## src/rtl/risc_alu_stage.sv

```systemverilog
// Execute stage: computes one decoded op per handshake and routes the result to the
// register, memory or PC channel. Optional multiplier enabled by `RISC_ALU_MUL_EN.
module risc_alu_stage #(
  parameter int unsigned XLEN = 32
) (
  input  logic            clk,
  input  logic            reset,
  input  logic [3:0]      alu_op_code,
  input  logic [XLEN-1:0] alu_input_A,
  input  logic [XLEN-1:0] alu_input_B,
  input  logic            alu_reg_out,
  input  logic [4:0]      alu_reg_addr,
  input  logic            alu_mem_out,
  input  logic [XLEN-1:0] alu_mem_addr,
  input  logic            alu_pc_jump,
  input  logic            alu_inputs_valid,
  output logic            alu_inputs_ready,
  output logic [4:0]      reg_wr_addr,
  output logic [XLEN-1:0] reg_wr_data,
  output logic            reg_wr_valid,
  input  logic            reg_wr_ack,
  output logic [XLEN-1:0] mem_wr_addr,
  output logic [XLEN-1:0] mem_wr_data,
  output logic            mem_wr_valid,
  input  logic            mem_wr_ack,
  output logic [XLEN-1:0] alu_pc_branch_data,
  output logic            alu_pc_branch_data_valid,
  input  logic            alu_pc_branch_data_ack,
  output logic            alu_illegal_op
);

  localparam logic [3:0] OpAdd  = 4'd0;
  localparam logic [3:0] OpSub  = 4'd1;
  localparam logic [3:0] OpSll  = 4'd2;
  localparam logic [3:0] OpSlt  = 4'd3;
  localparam logic [3:0] OpSltu = 4'd4;
  localparam logic [3:0] OpXor  = 4'd5;
  localparam logic [3:0] OpSrl  = 4'd6;
  localparam logic [3:0] OpSra  = 4'd7;
  localparam logic [3:0] OpOr   = 4'd8;
  localparam logic [3:0] OpAnd  = 4'd9;
  localparam logic [3:0] OpBeq  = 4'd10;
  localparam logic [3:0] OpBne  = 4'd11;
  localparam logic [3:0] OpBlt  = 4'd12;
  localparam logic [3:0] OpBge  = 4'd13;
  localparam logic [3:0] OpBltu = 4'd14;
  localparam logic [3:0] OpMul  = 4'd15;

  typedef enum logic [1:0] {
    StIdle = 2'd0,
`ifdef RISC_ALU_MUL_EN
    StMul  = 2'd1,
`endif
    StResp = 2'd2
  } state_e;

  typedef enum logic [1:0] {DstReg = 2'd0, DstMem = 2'd1, DstPc = 2'd2} dest_e;

  state_e          state_q, state_d;
  dest_e           dest_q, dest_d;
  logic [XLEN-1:0] result_q, result_d;
  logic [4:0]      reg_addr_q, reg_addr_d;
  logic [XLEN-1:0] mem_addr_q, mem_addr_d;
  logic            illegal_q, illegal_d;

  logic [XLEN-1:0] alu_res, jump_sum;
  logic [4:0]      shamt;
  logic            taken, is_branch, is_mul, illegal, accept, sel_ack;
  state_e          busy_state;

  assign shamt     = alu_input_B[4:0];
  assign is_branch = (alu_op_code >= OpBeq) && (alu_op_code <= OpBltu);
  assign is_mul    = (alu_op_code == OpMul);
  assign accept    = alu_inputs_valid && (state_q == StIdle);
  assign jump_sum  = alu_input_A + alu_input_B;

`ifdef RISC_ALU_MUL_EN
  logic [XLEN-1:0] op_a_q, op_b_q;
  assign illegal    = 1'b0;
  assign busy_state = is_mul ? StMul : StResp;

  // Operands are kept so the product is formed in its own cycle.
  always_ff @(posedge clk or negedge reset) begin
    if (!reset) begin
      op_a_q <= '0;
      op_b_q <= '0;
    end else if (accept) begin
      op_a_q <= alu_input_A;
      op_b_q <= alu_input_B;
    end
  end
`else
  assign illegal    = is_mul;
  assign busy_state = StResp;
`endif

  always_comb begin
    alu_res = '0;
    taken   = 1'b0;
    case (alu_op_code)
      OpAdd:  alu_res = alu_input_A + alu_input_B;
      OpSub:  alu_res = alu_input_A - alu_input_B;
      OpSll:  alu_res = alu_input_A << shamt;
      OpSlt:  alu_res = {{(XLEN-1){1'b0}}, $signed(alu_input_A) < $signed(alu_input_B)};
      OpSltu: alu_res = {{(XLEN-1){1'b0}}, alu_input_A < alu_input_B};
      OpXor:  alu_res = alu_input_A ^ alu_input_B;
      OpSrl:  alu_res = alu_input_A >> shamt;
      OpSra:  alu_res = $unsigned($signed(alu_input_A) >>> shamt);
      OpOr:   alu_res = alu_input_A | alu_input_B;
      OpAnd:  alu_res = alu_input_A & alu_input_B;
      OpBeq:  taken = (alu_input_A == alu_input_B);
      OpBne:  taken = (alu_input_A != alu_input_B);
      OpBlt:  taken = $signed(alu_input_A) < $signed(alu_input_B);
      OpBge:  taken = $signed(alu_input_A) >= $signed(alu_input_B);
      OpBltu: taken = (alu_input_A < alu_input_B);
      default: ;
    endcase
  end

  always_comb begin
    sel_ack = 1'b0;
    unique case (dest_q)
      DstReg:  sel_ack = reg_wr_ack;
      DstMem:  sel_ack = mem_wr_ack;
      DstPc:   sel_ack = alu_pc_branch_data_ack;
      default: sel_ack = 1'b0;
    endcase
  end

  always_comb begin
    state_d    = state_q;
    dest_d     = dest_q;
    result_d   = result_q;
    reg_addr_d = reg_addr_q;
    mem_addr_d = mem_addr_q;
    illegal_d  = 1'b0;
    unique case (state_q)
      StIdle: begin
        if (accept) begin
          if (illegal) begin
            illegal_d = 1'b1;
          end else if (alu_pc_jump || is_branch) begin
            // An explicit jump wins over a branch opcode; the target LSB is cleared.
            dest_d   = DstPc;
            result_d = alu_pc_jump ? {jump_sum[XLEN-1:1], 1'b0}
                                   : {{(XLEN-1){1'b0}}, taken};
            state_d  = StResp;
          end else if (alu_reg_out) begin
            if (alu_reg_addr != 5'd0) begin
              dest_d     = DstReg;
              reg_addr_d = alu_reg_addr;
              result_d   = alu_res;
              state_d    = busy_state;
            end
          end else if (alu_mem_out) begin
            dest_d     = DstMem;
            mem_addr_d = alu_mem_addr;
            result_d   = alu_res;
            state_d    = busy_state;
          end
        end
      end
`ifdef RISC_ALU_MUL_EN
      StMul: begin
        result_d = op_a_q * op_b_q;
        state_d  = StResp;
      end
`endif
      StResp: begin
        if (sel_ack) state_d = StIdle;
      end
      default: state_d = StIdle;
    endcase
  end

  always_ff @(posedge clk or negedge reset) begin
    if (!reset) begin
      state_q    <= StIdle;
      dest_q     <= DstReg;
      result_q   <= '0;
      reg_addr_q <= '0;
      mem_addr_q <= '0;
      illegal_q  <= 1'b0;
    end else begin
      state_q    <= state_d;
      dest_q     <= dest_d;
      result_q   <= result_d;
      reg_addr_q <= reg_addr_d;
      mem_addr_q <= mem_addr_d;
      illegal_q  <= illegal_d;
    end
  end

  assign alu_inputs_ready         = (state_q == StIdle);
  assign reg_wr_valid             = (state_q == StResp) && (dest_q == DstReg);
  assign mem_wr_valid             = (state_q == StResp) && (dest_q == DstMem);
  assign alu_pc_branch_data_valid = (state_q == StResp) && (dest_q == DstPc);
  assign reg_wr_addr              = reg_addr_q;
  assign reg_wr_data              = result_q;
  assign mem_wr_addr              = mem_addr_q;
  assign mem_wr_data              = result_q;
  assign alu_pc_branch_data       = result_q;
  assign alu_illegal_op           = illegal_q;

endmodule
```

## config.mk

```make
export PLATFORM = sky130hd
export DESIGN_NAME = risc_alu_stage
export DESIGN_NICKNAME = d
export VERILOG_FILES = /design/src/rtl/risc_alu_stage.sv
export SDC_FILE = /design/constraint.sdc
export NUM_CORES = 1
export LEC_CHECK = 0
export ABC_AREA = 1
export CORE_ASPECT_RATIO = 1.5
export CORE_UTILIZATION = 54
export CTS_CLUSTER_SIZE = 30
export DETAILED_ROUTE_END_ITERATION = 10
export GPL_TIMING_DRIVEN = 0
export PLACE_DENSITY = 0.91
export REMOVE_ABC_BUFFERS = 1
export SKIP_LAST_GASP = 1
export SYNTH_ARGS = -nofsm -noshare
export SYNTH_HDL_FRONTEND = slang
export SYNTH_SLANG_ARGS = --single-unit
export TNS_END_PERCENT = 50
```

## constraint.sdc

```tcl
create_clock -name clk -period 2 [get_ports clk]
set_input_delay 0.3 -clock clk [delete_from_list [all_inputs] [get_ports clk]]
set_output_delay 0.3 -clock clk [all_outputs]
set_load 0.01 [all_outputs]
```

==> out/metrics.yaml, run 1 <==
row_count: 70
ios: 252
gp_congestion: 1.093
clock-root-buffer: "clkbuf_16"
cts_buffer_depth: 2
synth-seq-cells: 73
dp.cells: 2745
synthTopCellsByCount: "nand2_1, nand3_1, inv_1"
synth.top_cell.area_share_pct: 19.81
grt_start_max_net_pins: 74
synth_ff_type: "dfrtp_1"
post_synth_num_cell_types: 47
yosysMostFrequentCell: "nand2_1"
synthMuxAreaShare_pct: 3.625
synth_edf_count: 0
dieHeight_um: 194.6
error: "[ERROR GRT-0116] Global routing finished with congestion. Check the congestion regions in the DRC Viewer."
first_global_vias: 19546
cts-buffers-inserted: 9
synth_xor_area_share_pct: 0.7213
synthAdderAreaFrac_pct: 9.386
place.detailed.hpwl_mm: 48.33
clock-sinks: 73
grtUsageTotal_pct: 69.32
synth_area_leaders: "nand2_1, dfrtp_1, nand3_1"
postSynthAreaPerCell_sq_um: 5.708
synth_top_family_by_area: "simple AND/OR/NAND/NOR gates"
overflow: 35
synthCells: 2340
async_reset_ff_share_pct: 100.0
port_buffers: 251
ys_seq_area_share_pct: 13.68
die_w_um: 130.4
syn_area_sq_mm: 0.01336
cts_hold_buf: 0
synth_compound_area_share_pct: 14.55
synth_area_leader_cell: "nand2_1"
h-tree-depth: 3
grt_pass1_wl_mm: 129.1
start_util_pct: 54.86
synth_warnings: 0
haltStage: "global routing"
outcome: "stopped before the end"
synth-simple-area-share_pct: 42.60
[logic make-up after synthesis]
group / Yosys count
XOR/XNOR: 11
flip-flops: 73
AND/OR/NAND/NOR: 1332
buffers and inverters: 452
AO/OA/AOI/OAI: 339
adder cells (fa/ha/maj): 99
multiplexers: 34
[per-stage QoR]
stage	setup TNS (ns)	area [sq um]	hold WS, ns	setup slack, ns
4_1_cts	-0.4344	18400	0.1264	-0.05096
2_1_floorplan	-53.13	12340	0.004409	-1.303
3_3_place_gp	-392.00	15260	0.4679	-5.631
3_5_place_dp	-191.78	15330	0.4797	-3.253
[timing repair]
| action | 4_1_cts |
|---|---|
| buffers inserted | 118 |
| cloned | 19 |
| endpoints found under the setup margin | 72 |
| pin swaps | 106 |
| gates resized for setup | 657 |
[layer usage]
metal / GRT overflow / GRT usage (%)
met1: 0 / 72.68
met2: 20 / 86.66
met3: 0 / 50.67
met4: 15 / 63.13
met5: 0 / 17.85
==> run 2: changes to the inputs <==
--- a/config.mk
+++ b/config.mk
@@ -6,12 +6,10 @@
 export NUM_CORES = 1
 export LEC_CHECK = 0
 export ABC_AREA = 1
-export CORE_ASPECT_RATIO = 1.5
-export CORE_UTILIZATION = 54
-export CTS_CLUSTER_SIZE = 30
+export CORE_UTILIZATION = 39
 export DETAILED_ROUTE_END_ITERATION = 10
 export GPL_TIMING_DRIVEN = 0
-export PLACE_DENSITY = 0.91
+export PLACE_DENSITY_LB_ADDON = 0.15
 export REMOVE_ABC_BUFFERS = 1
 export SKIP_LAST_GASP = 1
 export SYNTH_ARGS = -nofsm -noshare
==> out/metrics.yaml, run 2 <==
final_cell_mix: "nand2_1, nand3_1, buf_4"
min_path_type: "in2reg"
drt_first_pass_iters: 7
route.detailed.drc: 0
slew_headroom_pct: 47.85
syn_area_sq_mm: 0.01336  # unchanged
cp-end-kind: "flop"
async_reset_ff_share_pct: 100.0  # unchanged
synth.top_cell.area_share_pct: 19.81  # unchanged
synth_warnings: 0  # unchanged
die_w_um: 187.1  # was 130.4 um
initialDrtViolationCount: 2107
first_global_vias: 16531
synth_area_leader_cell: "nand2_1"  # unchanged
post_synth_num_cell_types: 47  # unchanged
worstSetupPathType: "in2reg"
placed_area_sq_mm: 0.01552  # was 0.01533 sq mm
fin_crit_sh_pct: 103.3
post-route-min-period_ns: 2.065
antenna_found_initial: 3
via_per_inst: 5.908
outcome: "finished with violations"  # was stopped before the end
wl_per_cell_um: 23.73
nets: 2877
tritoncts: "yes"
cts-buffers-inserted: 9  # unchanged
drv_cap: 0
yosysMostFrequentCell: "nand2_1"  # unchanged
ir_worst_vdd_v: 0.0006815
cp-start-kind: "primary input"
fin_ws_ns: -0.06544
h-tree-depth: 3  # unchanged
ys_seq_area_share_pct: 13.68  # unchanged
tightest_slew_ns: 0.7780
crit_end: "alu_pc_branch_data[17]"
violations: "negative setup slack"
rr_worst_depth: 9
power_leakage_uw: 0.009926
crit_fanout: 7
cts.clk_slew.worst_paths_ns: 0.06
cts_buffer_depth: 2  # unchanged
layout_commonest_cell: "nand2_1"
arrival_ns: 2.35
place.detailed.hpwl_mm: 50.63  # was 48.33 mm
power_uw: 14120
clock_skew_ns: 0.005963
area_growth_pct: 54.56
postSynthAreaPerCell_sq_um: 5.708  # unchanged
overflow: 0
core_area_sq_mm: 0.03362
setup_violations: 13
start_util_pct: 39.73  # was 54.86%
rsz0062_at_grt: "yes"
fill_cells: 3189
r2r_setup_slack_ns: 0.14
fmax_ghz: 0.4842
seq_area_sq_mm: 0.001827
clock-sinks: 73  # unchanged
synth_ff_type: "dfrtp_1"  # unchanged
finalMaxSlewViolations: 0
worstSkewPairLatency_ns: 0.36
synthCells: 2340  # unchanged
hold_viol_final: 0
synthTopCellsByCount: "nand2_1, nand3_1, inv_1"  # unchanged
gp_congestion: 1.004  # was 1.093
grtUsageTotal_pct: 39.97
grt_pass1_wl_mm: 104.9
synth-seq-cells: 73  # unchanged
critPathLaunch: "alu_input_A[12]"
wl_mm: 74.02
postRouteAntennaNets: 0
final_cell_area_sq_mm: 0.02064
row_count: 67  # was 70
synth_area_leaders: "nand2_1, dfrtp_1, nand3_1"  # unchanged
dieHeight_um: 187.1  # was 194.6 um
p_per_area_mw_per_mm2: 684.0
vias: 18427
required_ns: 2.28
port_buffers: 251  # unchanged
ios: 252  # unchanged
drive_gt1_share_pct: 32.60
multi_input_area_sq_mm: 0.01205
r2r-end: "mem_wr_addr[12]"
clock-root-buffer: "clkbuf_16"  # unchanged
dieArea_sq_mm: 0.03499
synth_edf_count: 0  # unchanged
grt_start_max_net_pins: 52
regToRegStartpoint: "state_q[1]"
run 2: worst min path at each step:
stage                    from               to  depth (start not counted)  slack [ns]
5_1_grt        alu_op_code[0]   alu_illegal_op                          3        0.37
3_3_place_gp   reg_wr_addr[3]   reg_wr_addr[3]                          2        0.47
4_1_cts        alu_op_code[0]   alu_illegal_op                          3        0.44
3_5_place_dp            reset  mem_wr_addr[29]                          1        0.30
2_1_floorplan           reset   alu_illegal_op                          0       0.004
6_report       alu_op_code[0]   alu_illegal_op                          3        0.36
run 2: per-layer routing:
layer / track usage, % / vias to the layer above / part of all wire, %
met5: 0 / - / 0.018
met4: 19.70 / 2 / 6.0
met3: 8.462 / 234 / 12
met2: 61.85 / 1235 / 43
met1: 52.49 / 8670 / 39
li1: - / 8286 / -
run 2: where the power goes:
| group | internal (uW) | total (uW) | switching, uW |
|---|---|---|---|
| sequential | 2210 | 2760 | 550 |
| clock | 860 | 1560 | 703 |
| combinational | 4960 | 9790 | 4830 |
| total | 8030 | 14100 | 6090 |
run 2: logic make-up (layout without fill, tap and decap cells):
| kind of cell | count (synthesis) | count (layout) | share of synthesized area (%) |
|---|---|---|---|
| compound gates | 339 | 339 | 14.55 |
| xor+xnor | 11 | 11 | 0.7213 |
| mux | 34 | 34 | 3.625 |
| flops | 73 | 73 | 13.68 |
| other cells | 0 | 2 | 0 |
| fa+ha+maj | 99 | 99 | 9.386 |
| simple gates | 1332 | 1335 | 42.60 |
| buf+inv | 452 | 778 | 15.44 |
run 2: final cells by class:
type	instances	area share, %
sequential	73	8.849
inverter	278	5.867
timing repair buffer	473	22.34
clock buffer	9	1.091
tap	448	2.715
clock inverter	7	0.2909
antenna	2	0.02424
timing repair inverter	11	0.4546
multi-input combinational	1818	58.37
run 2: per-stage QoR:
step	hold slack [ns]	instances	setup WS, ns	setup TNS, ns	util (%)
2_1_floorplan	0.004409	2166	-1.303	-53.13	-
3_3_place_gp	0.4654	2865	-6.050	-422.79	45.84
3_5_place_dp	0.2999	2871	-3.248	-187.75	46.18
4_1_cts	0.4407	3044	-0.04431	-0.8329	56.69
5_1_grt	0.3667	3117	-0.1275	-1.455	61.39
6_report	0.3644	3119	-0.06544	-0.4109	61.41
run 2: critical path, stage by stage:
cell,delay (ns)
clkbuf_4,0.15
inv_1,0.08
ha_4,0.35
clkinvlp_4,0.16
a21oi_4,0.21
o21ai_2,0.12
a21oi_1,0.34
nand3_1,0.16
nand2_1,0.08
nand3_1,0.08
nand4_1,0.10
nand2_1,0.06
a21boi_2,0.14
run 2: what timing repair did:
item / CTS / global route
hold buffers: 1 / 0
endpoints found under the setup margin: 72 / 65
pin swaps: 130 / 170
setup buffers: 134 / 67
cloned: 22 / 7
gates resized for setup: 739 / 346
endpoints found under the hold margin: 37 / 0
No activity file was read; power rests on OpenSTA's default activity.
==> RTL change: new RTL, config.mk and constraints of run 2 <==
Remove the case item `OpSub` of the case on `alu_op_code`.
--- a/src/rtl/risc_alu_stage.sv
+++ b/src/rtl/risc_alu_stage.sv
@@ -99,7 +99,6 @@
     taken   = 1'b0;
     case (alu_op_code)
       OpAdd:  alu_res = alu_input_A + alu_input_B;
-      OpSub:  alu_res = alu_input_A - alu_input_B;
       OpSll:  alu_res = alu_input_A << shamt;
       OpSlt:  alu_res = {{(XLEN-1){1'b0}}, $signed(alu_input_A) < $signed(alu_input_B)};
       OpSltu: alu_res = {{(XLEN-1){1'b0}}, alu_input_A < alu_input_B};
Check against the original RTL: not equivalent (Yosys sat finds a counterexample within 4 cycles, from zero or initial values and one cycle with reset low).
==> RTL change against run 2 <==
Global-route usage is 0.88 points lower. Setup slack worse by 0.051 ns. The run still ends with setup timing left. Worst hold slack better by 0.023 ns. Critical path depth is 3 higher. Combinational power is 17% lower. Final area is 17% lower. Count of clock-buffer cells in the layout stayed put. Power is 12% lower. Area after synthesis is 15% lower. Register-to-register slack worse by 0.02 ns. Critical path type unchanged. Sequential cell count stayed put. First-iteration DRC count is 13% lower. Routed wire length is 20% lower.
==> RTL change: results (changes against run 2) <==
Maximum VDD drop = 0.5994 mV (-12%)
Util after Layout = 60.84% (-0.57 points)
Die boundary width = 172.2 um (-8.0%)
#MultiIn Comb = 1557 (-14%)
Distinct cell type count after synthesis = 45 (-4.3%)
Placed cell count = 2455 (-14%)
FILL cells = 2752 (-14%)
Initial DRT Pass Iterations = 6 (-1)
Total GRT Usage = 39.09% (-0.88 points)
Post-Route WL = 59310 um (-20%)
R2R cell count = 11 (+2)
Resized Gates After CTS = 603 (-18%)
Failing checks = setup timing
Met2 wire len = 25720 um (-19%)
Largest net degree at the start of global routing = 58 (+12%)
Vias in the first global route = 13800 (-17%)
Crit path from = alu_input_B[0]
Worst-Skew Late Latency = 0.34 ns (-0.02 ns)
Hold WC Path Type = in2async
Post-DP HPWL = 43040 um (-15%)
Antenna cells = 0 (-2)
CP endpoint = alu_pc_branch_data[6]
Final setup fails = 15 (+2)
Met3 Track Usage GR = 8.331% (-0.13 points)
Pwr dens = 726.5 nW/um^2 (+6.2%)
DRT iter0 DRCs = 1830 (-13%)
Setup repair bufs after CTS = 82 (-39%)
Setup ws final = -0.1163 ns (-0.05089 ns)
DR WL met3 = 6873 um (-22%)
Multi-input logic area = 9891 sq um (-18%)
First-pass GRT wire length = 85030 um (-19%)
Clock-cell share = 1.665% (+0.28 points)
Synth cell count leaders = 662 x nand2_1, 181 x inv_1, 180 x nand3_1
CP Max Fanout = 15 (+8)
Reg-to-Reg End = mem_wr_addr[18]
Layout cells sized above 1 = 26.62% (-6.0 points)
Status = finished with violations
Pre-CTS setup slack = -3.611 ns (-0.3624 ns)
M1 WL = 23450 um (-19%)
Signal buf overhead = 21.80% (-0.54 points)
Initial antenna violation count = 2 (-1)
Leakage power = 7.973 nW (-20%)
Vias post-DR = 15160 (-18%)
Clk_skew = 0.01201 ns (+0.006052 ns)
Grt met2 use = 60.31% (-1.5 points)
Bufs w/o clock = 381 (-19%)
GP Congestion = 1.046 (+4.2%)
Int Pwr = 7.088 mW (-12%)
Syn Inst Count = 1971 (-16%)
Final net count = 2435 (-15%)
GR met1 Demand/Resource = 51.28% (-1.2 points)
Final hold slack = 0.3872 ns (+0.02282 ns)
Clock power share = 12.8% (+1.7 points)
Setup tns final = -0.8998 ns (-0.4889 ns)
==> RTL change: cell count changes after synthesis, sizes merged, moves of 23 or more <==
| cell | delta |
|---|---|
| buf | -46 |
| clkbuf | +23 |
| inv | -87 |
| mux2 | -29 |
| nand2 | -44 |
| nand3 | -183 |
| o21ai | +23 |
| or2 | -25 |
==> RTL change: kinds of logic after synthesis <==
group | Yosys count | synth area share, %
buffers and inverters | 342 | 13.87
DFF | 73 | 16.18
muxes | 8 | 0.7646
xor gates and xnor gates | 12 | 0.9308
and+or+nand+nor | 1079 | 39.16
AOI/OAI and AO/OA | 359 | 18.16
adders and majority gates | 98 | 10.93
==> RTL change: critical path, cell delays in order <==
cell and delay [ns]:
buf_12 0.12, buf_12 0.12, buf_4 0.13, buf_12 0.15, nand2_1 0.10, nand3_1 0.08, o21ai_1 0.16, o21ai_0 0.18
nand2_1 0.12, o21ai_0 0.08, nand2_1 0.09, nand2_2 0.11, nand2_1 0.12, nand3_1 0.14, a21oi_2 0.25, nor2_1 0.06
